===== src/rtl/hatch_pkg.sv =====
// Shared types and constants for the hatching-stage controller.
package hatch_pkg;

  // Width of the stage code sent to the display.
  localparam int unsigned STAGE_W = 4;

  typedef enum logic [2:0] {
    StIdle     = 3'd0,
    StIncubate = 3'd1,
    StCold     = 3'd2,
    StHatched  = 3'd3,
    StDead     = 3'd4
  } state_e;

  // Counter width for a 0..n-1 range, never narrower than one bit.
  function automatic int unsigned cnt_w(input int unsigned n);
    return (n > 1) ? $clog2(n) : 1;
  endfunction

endpackage


===== src/rtl/hatch_stage_ctrl_if.sv =====
// Key/temperature inputs and display-side outputs of the stage controller.
interface hatch_stage_ctrl_if;
  import hatch_pkg::*;

  logic               start;
  logic               temp;
  logic [STAGE_W-1:0] num;
  logic               stage_adv;
  logic               cold;
  logic               hatched;
  logic               dead;
  logic               busy;

  modport master (
    output start, temp,
    input  num, stage_adv, cold, hatched, dead, busy
  );

  modport slave (
    input  start, temp,
    output num, stage_adv, cold, hatched, dead, busy
  );

endinterface


===== src/rtl/sec_prescaler.sv =====
// Divides the system clock down to a one-cycle-per-second tick.
module sec_prescaler
  import hatch_pkg::*;
#(
  parameter int unsigned CLK_HZ = 1000
) (
  input  logic clk,
  input  logic rst_n,
  input  logic clr_i,
  input  logic en_i,
  output logic tick_o
);

  localparam int unsigned CntW = cnt_w(CLK_HZ);
  localparam logic [CntW-1:0] CntLast = CntW'(CLK_HZ - 1);

  logic [CntW-1:0] cnt_q, cnt_d;

  // Count 0..CLK_HZ-1 while enabled; clear has priority.
  always_comb begin
    cnt_d = cnt_q;
    if (clr_i) begin
      cnt_d = '0;
    end else if (en_i) begin
      cnt_d = (cnt_q == CntLast) ? '0 : cnt_q + 1'b1;
    end
  end

  // Prescaler count register.
  always_ff @(posedge clk or negedge rst_n) begin
    if (!rst_n) begin
      cnt_q <= '0;
    end else begin
      cnt_q <= cnt_d;
    end
  end

  assign tick_o = en_i && !clr_i && (cnt_q == CntLast);

endmodule


===== src/rtl/hatch_stage_ctrl.sv =====
// Incubation FSM: advances the stage code each STAGE_SEC warm seconds,
// freezes it while cold and kills the egg after COLD_LIMIT cold seconds.
module hatch_stage_ctrl
  import hatch_pkg::*;
#(
  parameter int unsigned CLK_HZ     = 1000,
  parameter int unsigned STAGE_SEC  = 2,
  parameter int unsigned NUM_STAGES = 12,
  parameter int unsigned COLD_LIMIT = 3
) (
  input  logic               clk,
  input  logic               rst_n,
  hatch_stage_ctrl_if.slave  bus
);

  localparam int unsigned SecW  = cnt_w(STAGE_SEC);
  localparam int unsigned ColdW = cnt_w(COLD_LIMIT);
  localparam logic [SecW-1:0]    SecLast  = SecW'(STAGE_SEC - 1);
  localparam logic [ColdW-1:0]   ColdLast = ColdW'(COLD_LIMIT - 1);
  localparam logic [STAGE_W-1:0] NumLast  = STAGE_W'(NUM_STAGES - 1);

  state_e             state_q, state_d;
  logic [STAGE_W-1:0] num_q, num_d, num_inc;
  logic [SecW-1:0]    stage_sec_q, stage_sec_d;
  logic [ColdW-1:0]   cold_sec_q, cold_sec_d;
  logic               stage_adv_q, stage_adv_d;
  logic               cold_q, hatched_q, dead_q, busy_q;
  logic               run, sec_tick;

  // Prescaler only runs while incubating or cold; otherwise it is held at 0.
  assign run = (state_q == StIncubate) || (state_q == StCold);

  sec_prescaler #(
    .CLK_HZ (CLK_HZ)
  ) u_prescaler (
    .clk    (clk),
    .rst_n  (rst_n),
    .clr_i  (!run),
    .en_i   (run),
    .tick_o (sec_tick)
  );

  assign num_inc = num_q + 1'b1;

  // Next-state and counter update; temp changes take priority over a tick.
  always_comb begin
    state_d     = state_q;
    num_d       = num_q;
    stage_sec_d = stage_sec_q;
    cold_sec_d  = cold_sec_q;
    stage_adv_d = 1'b0;
    unique case (state_q)
      StIdle, StHatched, StDead: begin
        if (bus.start) begin
          state_d     = StIncubate;
          num_d       = '0;
          stage_sec_d = '0;
          cold_sec_d  = '0;
        end
      end
      StIncubate: begin
        if (!bus.temp) begin
          state_d    = StCold;
          cold_sec_d = '0;
        end else if (sec_tick) begin
          if (stage_sec_q == SecLast) begin
            stage_sec_d = '0;
            num_d       = num_inc;
            stage_adv_d = 1'b1;
            if (num_inc == NumLast) begin
              state_d = StHatched;
            end
          end else begin
            stage_sec_d = stage_sec_q + 1'b1;
          end
        end
      end
      StCold: begin
        if (bus.temp) begin
          state_d = StIncubate;
        end else if (sec_tick) begin
          if (cold_sec_q == ColdLast) begin
            state_d = StDead;
          end else begin
            cold_sec_d = cold_sec_q + 1'b1;
          end
        end
      end
      default: state_d = StIdle;
    endcase
  end

  // State, counters and flags decoded from the next state, all registered.
  always_ff @(posedge clk or negedge rst_n) begin
    if (!rst_n) begin
      state_q     <= StIdle;
      num_q       <= '0;
      stage_sec_q <= '0;
      cold_sec_q  <= '0;
      stage_adv_q <= 1'b0;
      cold_q      <= 1'b0;
      hatched_q   <= 1'b0;
      dead_q      <= 1'b0;
      busy_q      <= 1'b0;
    end else begin
      state_q     <= state_d;
      num_q       <= num_d;
      stage_sec_q <= stage_sec_d;
      cold_sec_q  <= cold_sec_d;
      stage_adv_q <= stage_adv_d;
      cold_q      <= (state_d == StCold);
      hatched_q   <= (state_d == StHatched);
      dead_q      <= (state_d == StDead);
      busy_q      <= (state_d == StIncubate) || (state_d == StCold);
    end
  end

  assign bus.num       = num_q;
  assign bus.stage_adv = stage_adv_q;
  assign bus.cold      = cold_q;
  assign bus.hatched   = hatched_q;
  assign bus.dead      = dead_q;
  assign bus.busy      = busy_q;

endmodule


===== src/flat_wrapper.sv =====
// flat-port wrapper written by rule: the top's interface ports become plain ports
module hatch_stage_ctrl_flat import hatch_pkg::*;
#(
  parameter int unsigned CLK_HZ     = 1000,
  parameter int unsigned STAGE_SEC  = 2,
  parameter int unsigned NUM_STAGES = 12,
  parameter int unsigned COLD_LIMIT = 3
)
  (clk, rst_n, bus_start, bus_temp, bus_num, bus_stage_adv, bus_cold, bus_hatched, bus_dead, bus_busy);
  hatch_stage_ctrl_if bus_i ();
  input  logic clk;
  input  logic rst_n;
  input wire logic [$bits(bus_i.start)-1:0] bus_start;
  input wire logic [$bits(bus_i.temp)-1:0] bus_temp;
  output wire logic [$bits(bus_i.num)-1:0] bus_num;
  output wire logic [$bits(bus_i.stage_adv)-1:0] bus_stage_adv;
  output wire logic [$bits(bus_i.cold)-1:0] bus_cold;
  output wire logic [$bits(bus_i.hatched)-1:0] bus_hatched;
  output wire logic [$bits(bus_i.dead)-1:0] bus_dead;
  output wire logic [$bits(bus_i.busy)-1:0] bus_busy;
  assign bus_i.start = bus_start;
  assign bus_i.temp = bus_temp;
  assign bus_num = bus_i.num;
  assign bus_stage_adv = bus_i.stage_adv;
  assign bus_cold = bus_i.cold;
  assign bus_hatched = bus_i.hatched;
  assign bus_dead = bus_i.dead;
  assign bus_busy = bus_i.busy;
  hatch_stage_ctrl #(.CLK_HZ(CLK_HZ), .STAGE_SEC(STAGE_SEC), .NUM_STAGES(NUM_STAGES), .COLD_LIMIT(COLD_LIMIT)) u_core (.clk(clk), .rst_n(rst_n), .bus(bus_i));
endmodule

===== config.mk =====
export PLATFORM = sky130hd
export DESIGN_NAME = hatch_stage_ctrl_flat
export DESIGN_NICKNAME = d
export VERILOG_FILES = /design/src/rtl/hatch_pkg.sv /design/src/rtl/hatch_stage_ctrl_if.sv /design/src/rtl/sec_prescaler.sv /design/src/rtl/hatch_stage_ctrl.sv /design/src/flat_wrapper.sv
export SDC_FILE = /design/constraint.sdc
export NUM_CORES = 1
export LEC_CHECK = 0
export BUFFER_PORTS_ARGS = -buffer_cell sky130_fd_sc_hd__buf_2
export CAP_MARGIN = 15
export CORE_ASPECT_RATIO = 1.2
export CORE_MARGIN = 1.5
export CORE_UTILIZATION = 52
export CTS_CLUSTER_SIZE = 12
export DETAILED_ROUTE_END_ITERATION = 6
export PLACE_DENSITY = 0.71
export SLEW_MARGIN = 20
export SYNTH_ARGS = -nofsm -noshare
export SYNTH_HDL_FRONTEND = slang
export SYNTH_HIERARCHICAL = 1
export SYNTH_SLANG_ARGS = --single-unit

===== constraint.sdc =====
create_clock -name clk -period 2.7 [get_ports clk]
set_clock_uncertainty 0.05 [all_clocks]
set_input_delay 0.54 -clock clk [delete_from_list [all_inputs] [get_ports clk]]
set_output_delay 0.54 -clock clk [all_outputs]
set_load 0.01 [all_outputs]

==> metrics.csv <==
stage,metric,value,unit
run_status,status,completed,
layout,Synth-to-Final Area Change,10.5,%
critical_path,startpoint types,flip-flop,
synth,Post-synth EDFFs,0,
drt,post-route ant nets,0,
sta,Final Hold Slack,0.134,ns
grt,vias in the first global route,1114,
critical_path,CP arrival,2.67,ns
drt,"wirelength, routed",2.90,mm
die,Core Box Area,2550,µm²
critical_path,"delay-heaviest family, CP",simple AND/OR/NAND/NOR gates,
sta,unrepaired setup endpoints after global routing,no,
layout,share of cells above drive strength 1,0.183,
die,IO Pins,13,
critical_path,Critical Path RT,2.91,ns
synth,post-synth net total,156,
sta,"Period Utilization, post-route",0.912,
clocking,CTS tree,built,
synth,post-synthesis sequential area ratio,0.447,
drt,Iteration-0 DRC Markers,41,
die,Die ar.,3010,µm²
clocking,cts bufs inserted,3,
power_and_ir_drop,Leak Pwr,0.000692,µW
synth,Synth Cell Area,1400,µm²
critical_path,Crit Path Class,reg -> reg,
clocking,clock-pin slew on the worst setup and hold paths,0.13,ns
layout,net count reported at finish,173,
drt,DR vias,1195,
clocking,worst skew pair latency,0.32,ns
clocking,Hold Buf Count CTS,0,
synth,Synthesis Warnings,6,
sta,setup TNS,0,ns
run,Max-cap violations,0,
power_and_ir_drop,P per Cell Area,744,nW/µm²
grt,initial antenna violation count,0,
drt,routed len/inst,14.7,µm
critical_path,Worst Setup End Kind,flip-flop,
sta,Least-Margin Pin Slew,0.550,ns
die,# rows,20,
sta,Setup Viol. Count Final,0,
sta,crit path time final,2.46,ns
critical_path,"Largest stage delay, worst path",0.46,ns
synth,asr flop ratio synth,1.00,
die,initial core utilization,0.549,
critical_path,CP max stage cell,or4b_1,
synth,synthesized flop and latch total,25,
die,Die W,50.4,µm
critical_path,Critical Path Fanout Max,10,
synth,Synth Instances,148,
die,die height,59.8,µm
sta,"Hold Vio Cnt, Final",0,
sta,f_max,0.406,GHz
grt,Total GRT Usage,0.217,
grt,gr ovfl total,0,
sta,max-slew violations,0,
worst_hold_path,Worst Hold Class,in -> async,
synth,"Distinct cells, synth",44,
grt,largest net degree at the start of global routing,26,
drt,vias per inst,6.07,
critical_path,worst path cell trace,or2b_1 > a21oi_2 > inv_1 > nand2b_1 > nor3_2 > or4b_1 > or4_1 > o21ai_1,
grt,first-pass GRT wire length,4.88,mm
layout,diodes inserted,0,
placement,hpwl dp,2.10,mm
sta,Slew HR,0.633,
placement,GP Congestion,0.870,
clocking,clock sink total,25,
clocking,Clock Path Buffers,2,
power_and_ir_drop,worst vdd ir,0.000593,V
clocking,clock root buffer,clkbuf_4,
synth,syn avg cell area,9.46,µm²
drt,router iterations before antenna repair,5,
synth,prevailing post-synth register cell,dfrtp_1,
placement,Port Buffers,12,
clocking,H-tree depth,1,
drt,# DRC,0,
critical_path,Worst Path Buf+Inv,1,
## layer usage
layer	up-vias	routed length, µm	global-route usage
li1	573	-	-
met1	580	1250	0.259
met2	35	1440	0.383
met3	7	139	0.0325
met4	0	70	0.104
met5	-	0	0
## layout by cell type (no fill, tap or decap), types with 4 or more instances in the layout
cell / netlist / routed
dfrtp_1: 25 / 24
nand3_1: 7 / 7
a21oi_1: 10 / 9
nand2_1: 15 / 15
nand2b_1: 4 / 4
buf_2: 1 / 12
inv_1: 7 / 7
nand4_1: 4 / 4
nor2_1: 12 / 12
o21ai_0: 7 / 7
ha_1: 4 / 4
## metrics by stage
| step | setup slack (ns) | cell area, µm² | utilization | cells | power [µW] |
|---|---|---|---|---|---|
| finish | 0.237 | 1550 | 0.606 | 197 | 1150 |
| CTS | 0.202 | 1550 | 0.606 | 197 | 1150 |
| global placement | 0.302 | 1520 | 0.596 | 193 | 966 |
| floorplan | 0.0353 | 1410 | - | 148 | 841 |
| detailed placement | 0.218 | 1520 | 0.596 | 193 | 984 |
| global route | 0.0589 | 1550 | 0.606 | 197 | 1240 |
## final timing paths
kind	start	endpoint	slack [ns]	cells after the start
worst max register to register	u_core/state_q[0]	u_core/cold_sec_q[0]	0.24	8
worst max-delay path	u_core/state_q[0]	u_core/cold_sec_q[0]	0.24	8
worst min-delay path	rst_n	u_core/u_prescaler/cnt_q[8]	0.13	1
max in group asynchronous	rst_n	u_core/state_q[0]	2.07	1
min in group clk	u_core/state_q[0]	u_core/bus.dead	0.49	1
worst min register to register	u_core/state_q[0]	u_core/bus.dead	0.49	1
## worst register-to-register path: cells and delay by family, from the launching register on
kind	cells	cell delay [ns]
simple gates	5	1.56
compound gates	2	0.24
buf+inv	1	0.10
flops	1	0.45
## cells in the mapped netlist, types with 3 or more instances
| cell type | number | area, µm² |
|---|---|---|
| and3_1 | 3 | 18.8 |
| nand2_1 | 15 | 56.3 |
| nand3_1 | 7 | 35.0 |
| or2b_1 | 3 | 22.5 |
| and2_1 | 3 | 18.8 |
| nand4_1 | 4 | 25.0 |
| nand2b_1 | 4 | 25.0 |
| a21oi_1 | 10 | 50.1 |
| dfrtp_1 | 25 | 626 |
| nor2_1 | 12 | 45.0 |
| o21ai_1 | 3 | 15.0 |
| inv_1 | 7 | 26.3 |
| o21ai_0 | 7 | 35.0 |
| ha_1 | 4 | 50.1 |
## cell families after synthesis
family,count (synthesis),share of synthesized area
buf+inv,10,0.0277
mux,3,0.0223
simple gates,68,0.274
compound gates,35,0.174
flops,25,0.447
xor+xnor,3,0.0188
fa+ha+maj,4,0.0357
## flip-flops by register name, indices dropped and copies added (netlist names)
register	count
u_core/u_prescaler/cnt_q	10
u_core/bus.num	4
u_core/state_q	3
u_core/cold_sec_q	2
u_core/bus.busy	1
u_core/bus.cold	1
u_core/bus.dead	1
u_core/bus.hatched	1
u_core/bus.stage_adv	1
u_core/stage_sec_q	1
## cell type report
type / count / area [µm²]
well taps: 33 / 41.3
inverters: 7 / 26.3
multi-input cells: 113 / 744
clock buffers: 4 / 26.3
fillers: 234 / 1000
repair buffers: 15 / 82.6
flip-flops and latches: 25 / 627
## timing repair
action	CTS	global route
resized for setup	0	1
setup buffers	0	0
setup endpoints to repair	0	1
## where the power goes
part	switching [µW]	leakage (µW)	internal (µW)	total, µW
combinational	304	0.000341	211	516
sequential	43.4	0.000337	428	471
clock	107	0.0000150	57.9	165
total	455	0.000692	697	1150
(Power assumes the default switching activity.)
